`src/rtl/if_pkg.sv`:
```
// Shared types and constants for the instruction fetch queue.
package if_pkg;

  localparam int unsigned IF_XLEN = 32;

  localparam logic [IF_XLEN-1:0] IF_NOP     = 32'h0000_0013;
  localparam logic [IF_XLEN-1:0] IF_PC_STEP = 32'd4;

  // One queued fetch: program counter and the instruction word at it.
  typedef struct packed {
    logic [IF_XLEN-1:0] pc;
    logic [IF_XLEN-1:0] instr;
  } if_entry_t;

endpackage

```
`src/rtl/if_queue_if.sv`:
```
// Fetch-side and decode-side handshake bundle of the instruction fetch queue.
interface if_queue_if #(
  parameter int unsigned DEPTH = 4
) ();

  localparam int unsigned CW = $clog2(DEPTH) + 1;

  logic          start_i;
  logic          flush_i;
  logic          valid_i;
  logic [31:0]   pc_i;
  logic [31:0]   instr_i;
  logic          ready_o;
  logic          valid_o;
  logic          ready_i;
  logic [31:0]   pc_o;
  logic [31:0]   instr_o;
  logic [31:0]   pc_plus4_o;
  logic [CW-1:0] count_o;

  // Core side: fetch path, decode stage and control.
  modport master (
    output start_i, flush_i, valid_i, pc_i, instr_i, ready_i,
    input  ready_o, valid_o, pc_o, instr_o, pc_plus4_o, count_o
  );

  // Queue side.
  modport slave (
    input  start_i, flush_i, valid_i, pc_i, instr_i, ready_i,
    output ready_o, valid_o, pc_o, instr_o, pc_plus4_o, count_o
  );

endinterface

```
`src/rtl/if_queue_mem.sv`:
```
// Entry storage for the fetch queue: synchronous write, combinational read,
// asynchronously cleared.
module if_queue_mem
  import if_pkg::*;
#(
  parameter int unsigned DEPTH = 4,
  localparam int unsigned AW = $clog2(DEPTH)
) (
  input  logic          clk_i,
  input  logic          rst_i,
  input  logic          we,
  input  logic [AW-1:0] waddr,
  input  if_entry_t     wdata,
  input  logic [AW-1:0] raddr,
  output if_entry_t     rdata
);

  if_entry_t mem_q [DEPTH];

  // Write port; reset zeroes every entry.
  always_ff @(posedge clk_i or posedge rst_i) begin
    if (rst_i) begin
      for (int i = 0; i < int'(DEPTH); i++) begin
        mem_q[i] <= '0;
      end
    end else if (we) begin
      mem_q[waddr] <= wdata;
    end
  end

  assign rdata = mem_q[raddr];

endmodule

```
`src/rtl/if_queue.sv`:
```
// Instruction fetch queue between the PC register and decode.
// Optional feature macro: IF_QUEUE_BYPASS_EN (empty-queue fetch-to-decode
// combinational bypass).
module if_queue
  import if_pkg::*;
#(
  parameter int unsigned DEPTH = 4,
  parameter logic [31:0] NOP   = IF_NOP
) (
  input  logic       clk_i,
  input  logic       rst_i,
  if_queue_if.slave  bus
);

  localparam int unsigned AW = $clog2(DEPTH);
  localparam int unsigned CW = AW + 1;

  logic [CW-1:0] count_q;
  logic [AW-1:0] wr_ptr_q;
  logic [AW-1:0] rd_ptr_q;

  logic      empty;
  logic      full;
  logic      ready;
  logic      stored_valid;
  logic      bypass;
  logic      push;
  logic      pop;
  if_entry_t wr_entry;
  if_entry_t rd_entry;
  if_entry_t head;

  // Handshake terms; ready never looks at decode's ready_i.
  always_comb begin
    empty        = (count_q == '0);
    full         = (count_q == CW'(DEPTH));
    ready        = bus.start_i & ~bus.flush_i & ~full;
    stored_valid = ~empty & ~bus.flush_i;
`ifdef IF_QUEUE_BYPASS_EN
    bypass       = empty & bus.valid_i & ready & bus.ready_i;
`else
    bypass       = 1'b0;
`endif
    push         = bus.valid_i & ready & ~bypass;
    pop          = stored_valid & bus.ready_i;
  end

  // Pointers and occupancy; flush wins over any push or pop.
  always_ff @(posedge clk_i or posedge rst_i) begin
    if (rst_i) begin
      count_q  <= '0;
      wr_ptr_q <= '0;
      rd_ptr_q <= '0;
    end else if (bus.flush_i) begin
      count_q  <= '0;
      wr_ptr_q <= '0;
      rd_ptr_q <= '0;
    end else begin
      if (push) begin
        wr_ptr_q <= wr_ptr_q + AW'(1);
      end
      if (pop) begin
        rd_ptr_q <= rd_ptr_q + AW'(1);
      end
      if (push && !pop) begin
        count_q <= count_q + CW'(1);
      end else if (pop && !push) begin
        count_q <= count_q - CW'(1);
      end
    end
  end

  // Pack the offered fetch into an entry.
  always_comb begin
    wr_entry       = '0;
    wr_entry.pc    = bus.pc_i;
    wr_entry.instr = bus.instr_i;
  end

  if_queue_mem #(
    .DEPTH (DEPTH)
  ) u_mem (
    .clk_i (clk_i),
    .rst_i (rst_i),
    .we    (push),
    .waddr (wr_ptr_q),
    .wdata (wr_entry),
    .raddr (rd_ptr_q),
    .rdata (rd_entry)
  );

  // Head selection: bypassed fetch when taken, else stored head.
  always_comb begin
    head = rd_entry;
    if (bypass) begin
      head = wr_entry;
    end
  end

  assign bus.ready_o    = ready;
  assign bus.valid_o    = stored_valid | bypass;
  assign bus.pc_o       = head.pc;
  assign bus.instr_o    = (stored_valid | bypass) ? head.instr : NOP;
  assign bus.pc_plus4_o = head.pc + IF_PC_STEP;
  assign bus.count_o    = count_q;

endmodule

```
`src/flat_wrapper.sv`:
```
// flat-port wrapper written by rule: the top's interface ports become plain ports
module if_queue_flat import if_pkg::*;
#(
  parameter int unsigned DEPTH = 4,
  parameter logic [31:0] NOP   = IF_NOP
)
  (clk_i, rst_i, bus_start_i, bus_flush_i, bus_valid_i, bus_pc_i, bus_instr_i, bus_ready_i, bus_ready_o, bus_valid_o, bus_pc_o, bus_instr_o, bus_pc_plus4_o, bus_count_o);
  if_queue_if #(.DEPTH(DEPTH)) bus_i ();
  input  logic clk_i;
  input  logic rst_i;
  input wire logic [$bits(bus_i.start_i)-1:0] bus_start_i;
  input wire logic [$bits(bus_i.flush_i)-1:0] bus_flush_i;
  input wire logic [$bits(bus_i.valid_i)-1:0] bus_valid_i;
  input wire logic [$bits(bus_i.pc_i)-1:0] bus_pc_i;
  input wire logic [$bits(bus_i.instr_i)-1:0] bus_instr_i;
  input wire logic [$bits(bus_i.ready_i)-1:0] bus_ready_i;
  output wire logic [$bits(bus_i.ready_o)-1:0] bus_ready_o;
  output wire logic [$bits(bus_i.valid_o)-1:0] bus_valid_o;
  output wire logic [$bits(bus_i.pc_o)-1:0] bus_pc_o;
  output wire logic [$bits(bus_i.instr_o)-1:0] bus_instr_o;
  output wire logic [$bits(bus_i.pc_plus4_o)-1:0] bus_pc_plus4_o;
  output wire logic [$bits(bus_i.count_o)-1:0] bus_count_o;
  assign bus_i.start_i = bus_start_i;
  assign bus_i.flush_i = bus_flush_i;
  assign bus_i.valid_i = bus_valid_i;
  assign bus_i.pc_i = bus_pc_i;
  assign bus_i.instr_i = bus_instr_i;
  assign bus_i.ready_i = bus_ready_i;
  assign bus_ready_o = bus_i.ready_o;
  assign bus_valid_o = bus_i.valid_o;
  assign bus_pc_o = bus_i.pc_o;
  assign bus_instr_o = bus_i.instr_o;
  assign bus_pc_plus4_o = bus_i.pc_plus4_o;
  assign bus_count_o = bus_i.count_o;
  if_queue #(.DEPTH(DEPTH), .NOP(NOP)) u_core (.clk_i(clk_i), .rst_i(rst_i), .bus(bus_i));
endmodule
```
`config.mk`:
```
export PLATFORM = sky130hd
export DESIGN_NAME = if_queue_flat
export DESIGN_NICKNAME = d
export VERILOG_FILES = /design/src/rtl/if_pkg.sv /design/src/rtl/if_queue_if.sv /design/src/rtl/if_queue_mem.sv /design/src/rtl/if_queue.sv /design/src/flat_wrapper.sv
export SDC_FILE = /design/constraint.sdc
export NUM_CORES = 1
export LEC_CHECK = 0
export BUFFER_PORTS_ARGS = -buffer_cell sky130_fd_sc_hd__buf_4
export CORE_MARGIN = 10
export CORE_UTILIZATION = 48
export CTS_BUF_LIST = sky130_fd_sc_hd__clkbuf_8
export DETAILED_ROUTE_END_ITERATION = 8
export PLACE_DENSITY = 0.69
export SYNTH_ARGS = -nofsm -noshare
export SYNTH_HDL_FRONTEND = slang
export SYNTH_SLANG_ARGS = --single-unit
```
`constraint.sdc`:
```
create_clock -name clk_i -period 10.35 [get_ports clk_i]
set_clock_uncertainty 0.1 [all_clocks]
set_input_delay 1.035 -clock clk_i [delete_from_list [all_inputs] [get_ports clk_i]]
set_output_delay 1.035 -clock clk_i [all_outputs]
set_load 0.05 [all_outputs]
```
=== Word level (Yosys, flattened, before mapping) ===
Cells that the tools add are included.

* Magnitude comparators: 3
* Reduce and logical (&&, ||, !) cells: 9
* Add/subtract/negate cells: 5
* Eq/ne operators: 1
* Muxes and demuxes: 14
* Bitwise operators: 10

{| class="wikitable"
|+ Operators by type and width
! kind !! count
|-
| bitwise mux 256 bit || 1
|-
| 2-to-1 mux 64 bit || 3
|-
| binary-select mux 64 bit (select 2 bit) || 1
|-
| demux 64 bit (select 2 bit) || 1
|-
| adder 32 x 3 -> 32 bit (second input constant) || 1
|-
| 2-to-1 mux 32 bit || 1
|-
| 2-to-1 mux 3 bit || 3
|-
| 2-to-1 mux 2 bit || 4
|-
| >= comparator 3 bit (second input constant) || 2
|-
| NOT 2 -> 3 bit || 2
|-
| AND 1 bit || 5
|-
| adder 2 x 1 -> 2 bit (second input constant) || 2
|-
| nonzero test 2 bit || 2
|-
| adder 3 x 1 -> 3 bit (second input constant) || 1
|-
| == test 3 bit (second input constant) || 1
|-
| logical AND 1 bit || 3
|-
| logical NOT 3 bit || 1
|-
| less-than comparator 3 x 1 -> 1 bit (second input constant) || 1
|-
| NOT 1 bit || 3
|-
| nonzero test 3 bit || 1
|-
| subtractor 3 x 1 -> 3 bit (second input constant) || 1
|-
| logical NOT 1 bit || 2
|}

* Input port bits: 70
* Output and inout port bits: 101
* Bits in registers: 263
* Logic and storage cells: 53

=== Depth between registers and ports, before layout ===
* Word-level depth: 9
* Mapped depth: 9
* Depth with buffers taken out: 7

=== By module ===
A second synthesis with hierarchy kept.

* Cell total of the unflattened synthesis: 786
* Area total of the unflattened synthesis: 12831.1 µm²

{| class="wikitable"
|+ By module, submodules not included
! module !! area an instance (µm²) !! seq. area each (µm²) !! times used !! cells an instance
|-
| if_queue_mem || 11582.4 || 6406.1 || 1 || 622
|-
| if_queue || 1248.7 || 175.2 || 1 || 164
|}

=== Worst setup path after synthesis ===
Ideal clock, no wire load.

* Path type: register -> output
* From: register u_core.rd_ptr_q[0]
* To: output bus_pc_plus4_o[31]
* Path buffers: 2
* Data arrival time: 3047 ps
* Required time: 9215 ps
* Setup slack: 6168 ps
* Cell stages (with the launch flop): 8
* Cells stage by stage: dfrtp_1 -> buf_6 -> buf_12 -> mux4_1 -> nand2_1 -> nor4_4 -> nand4_1 -> xnor2_1

* Longest elaborated chain between the ends: 5

{| class="wikitable"
|+ Ends and longest elaborated chain
! what !! RTL line !! RTL
|-
| from (decl) || if_queue.sv:20 || <nowiki>logic [AW-1:0] rd_ptr_q;</nowiki>
|-
| from (signal assigned) || if_queue.sv:63 || <nowiki>rd_ptr_q <= rd_ptr_q + AW'(1);</nowiki>
|-
| NOT 2 -> 3 bit (implied by the code) || if_queue_mem.sv:31 || <nowiki>assign rdata = mem_q[raddr];</nowiki>
|-
| binary-select mux 64 bit (select 2 bit) || if_queue_mem.sv:31 ||
|-
| 2-to-1 mux 64 bit (implied by the code) (2 in series) || if_queue_mem.sv:31 ||
|-
| named net bus_pc_o[13] || flat_wrapper.sv:19 || <nowiki>output wire logic [$bits(bus_i.pc_o)-1:0] bus_pc_o;</nowiki>
|-
| adder 32 x 3 -> 32 bit || if_queue.sv:104 || <nowiki>assign bus.pc_plus4_o = head.pc + IF_PC_STEP;</nowiki>
|-
| to (decl) || flat_wrapper.sv:21 || <nowiki>output wire logic [$bits(bus_i.pc_plus4_o)-1:0] bus_pc_plus4_o;</nowiki>
|}

The timed path passes the listed nets, and every way through them passes these cells. The select of a mux whose other input is x is not followed.

=== Worst setup path in the final report ===
* From: register u_core.rd_ptr_q[1]
* To: output bus_pc_plus4_o[27]

* Longest elaborated chain between the ends: 5

{| class="wikitable"
|+ Ends and longest elaborated chain
! what !! RTL line
|-
| NOT 2 -> 3 bit (implied by the code) || if_queue_mem.sv:31
|-
| binary-select mux 64 bit (select 2 bit) || if_queue_mem.sv:31
|-
| 2-to-1 mux 64 bit (implied by the code) (2 in series) || if_queue_mem.sv:31
|-
| adder 32 x 3 -> 32 bit || if_queue.sv:104
|}

No other way between the ends. The select of a mux whose other input is x is not followed.

==> flow_summary.toml <==
[timing]
tightest_slew_ns = 1.11
min_period_ns = 5.16
fmax_mhz = 194
fin_crit_sh = 0.498
finalSetupTns_ns = 0
slew_headroom = 0.262
hold_viol_final = 0
rsz0062_at_grt = "no"
final-max-slew-violation-count = 0
setup_viol = 0
fin_ws_ns = 5.19

[cts]
post_cts_buffers = 0
cts_resized = 0
cts_root_buffer = "clkbuf_8"
cts.sinks = 263
cts_tree = "yes"
cts_hold_buf = 0
cts_max_level = 2
path_clk_slew_ns = 0.06
clkLatencyLatePin_ns = 0.54
cts_buffer_depth = 3
numCtsBuffers = 45

[min_path]
whs_endpoint = "u_core.u_mem.mem_q[97]"
hold_depth = 1
min_from = "u_core.u_mem.mem_q[97]"
hold_path.class = "reg2reg"

[global_route]
antenna_found_initial = 0
grt_pass1_wl_mm = 45.5
grt_use_total = 0.171
grt_max_degree = 138
overflow = 0
grt_pass1_vias = 8124

[placed_design]
pre_cts_ws_ns = 5.71
io_buffers = 170
hpwl_mm = 17.0
gp_congestion = 0.760
placed_area_mm2 = 0.0138

[synthesis]
syn_area_per_cell_um2 = 15.5
ys_ff_latch = 263
seq_area_frac_synth = 0.535
synthFlopType = "dfrtp_1"
synth.net_count = 870
synth-edff-count = 0
ys_async_sr_fraction = 1.00
syn_area_mm2 = 0.0123
ys_types = 40
synthCells = 794
ys.warnings.count = 0

[setup_path]
critPathArrivalTime_ns = 4.02
critPathMaxFanout = 35
endpoint_kind = "output port"
r2r_slack_ns = 7.44
timing.rr.end = "u_core.bus.count_o[2]"
max_stage_delay_ns = 0.89
path_cells = "buf_4 > mux4_1 > nand4_4 > nor4_4 > nand4_1 > xnor2_1 > buf_4"
required_ns = 9.22
cp_common_cell = "buf_4"
rr_startpoint = "u_core.bus.count_o[2]"
worst_r2r_path_depth = 7
worstSetupStartpointType = "flop"
critical_path.slowest_cell = "dfrtp_2"
path_class = "reg2out"

[routing]
dr.first_iter.drc_count = 381
vias = 7434
post-route-drc-count = 0
viasPerCell = 5.64
firstDrtPassIters = 4
wl_per_cell_um = 21.4
routed_wl_mm = 28.2
postRouteAntennaNets = 0

[floorplanning]
rows = 58
dieArea_mm2 = 0.0324
start_util = 0.488
io_pins = 171
die_w_um = 180
die_h_um = 180
fp.coreArea_mm2 = 0.0252

[finish]
design_area_mm2 = 0.0146
antennaDiodeCount = 0
fill_cells = 2028
seq_area_mm2 = 0.00659
drive_gt1_frac = 0.571
area_growth_pct = 18.9
final_nets = 1041
multi_input_area_mm2 = 0.00543

[power_and_ir_drop]
powerDensity_mw_per_mm2 = 309
finalPower_w = 0.00452
total_leakage_power_nw = 6.98
vdd_drop_max_uv = 290

[job]
drv_cap = 0

[status]
status = "complete, no violations"
==> kinds of logic (layout without fill, tap and decap cells) <==
kind of cell    count (synthesis)  after routing  synth area share
xor+xnor                       29             29            0.0207
buf+inv                        60            253            0.0262
compound gates                 13             13           0.00662
mux                           320            320             0.353
fa+ha+maj                       6              6           0.00672
flops                         263            263             0.535
simple gates                  103            103            0.0516
==> worst max-delay path: cells and delay by family, from the launching register on <==
family | cells | cell delay [ns]
mux | 1 | 0.43
buf+inv | 2 | 0.82
simple gates | 3 | 1.09
xor+xnor | 1 | 0.22
flops | 1 | 0.89
==> state kept, by name (all words and copies together) (netlist names) <==
signal and cells:
u_core.u_mem.mem_q 256, u_core.bus.count_o 3, u_core.rd_ptr_q 2, u_core.wr_ptr_q 2
==> final cells by class <==
| class | instances | area share |
|---|---|---|
| well taps | 330 | 0.0282 |
| repair buffers | 175 | 0.0898 |
| flip-flops and latches | 263 | 0.450 |
| clock inverters | 14 | 0.00582 |
| clock buffers | 55 | 0.0518 |
| multi-input cells | 471 | 0.371 |
| inverters | 9 | 0.00282 |
==> cell usage after synthesis (3+ instances only) <==
master	number	area, µm²
nand4_1	8	50.1
inv_1	9	33.8
mux4_1	4	105
xor2_1	6	52.6
mux4_2	60	1350
or3_1	5	31.3
dfrtp_1	263	6580
nor2_1	12	45.0
nand2_1	16	60.1
nand3_1	15	75.1
and3_1	32	200
clkbuf_1	12	45.0
o21ai_0	4	20.0
buf_4	3	22.5
ha_1	5	62.6
a21oi_1	4	20.0
mux2_2	256	2880
xnor2_1	23	201
buf_2	30	150
==> where the power goes <==
group / internal [W] / switching (W)
Combinational: 0.000832 / 0.00129
Clock: 0.000496 / 0.000406
Sequential: 0.00132 / 0.000175
==> per-stage QoR <==
stage	hold slack [ns]	instances	utilization
5_1_grt	0.404	1317	0.581
2_1_floorplan	0.370	794	-
4_1_cts	0.400	1317	0.581
3_3_place_gp	0.381	1248	0.547
6_report	0.399	1317	0.581
3_5_place_dp	0.387	1248	0.547
==> cells in the final DEF, fill, tap and decap left out, types with 4 or more instances in the layout <==
cell	n
dfrtp_1	261
mux2_2	256
buf_4	175
mux4_2	60
clkbuf_8	55
and3_1	32
xnor2_1	23
inv_1	18
nand3_1	15
nand2_1	12
nor2_1	12
nand4_1	8
xor2_1	6
or3_1	5
ha_1	5
nand2_4	4
mux4_1	4
a21oi_1	4
o21ai_0	4
==> how the worst max path moves through the flow <==
| stage | startpoint | end | slack [ns] |
|---|---|---|---|
| after global routing | u_core.rd_ptr_q[1] | bus_pc_plus4_o[31] | 4.88 |
| after floorplan | rst_i | u_core.bus.count_o[0] | 1.97 |
| final | u_core.rd_ptr_q[1] | bus_pc_plus4_o[27] | 5.19 |
| after global placement | u_core.rd_ptr_q[1] | bus_pc_plus4_o[31] | 5.77 |
| after detailed placement | u_core.rd_ptr_q[1] | bus_pc_plus4_o[29] | 5.71 |
| after CTS | u_core.rd_ptr_q[1] | bus_pc_plus4_o[29] | 5.09 |
==> per-layer routing <==
| metal | part of all wire | track usage |
|---|---|---|
| met1 | 0.45 | 0.231 |
| met2 | 0.47 | 0.272 |
| met3 | 0.057 | 0.0406 |
| met4 | 0.016 | 0.0453 |
| met5 | 0 | 0 |
Note: power is estimated with default switching activity, not from simulation.
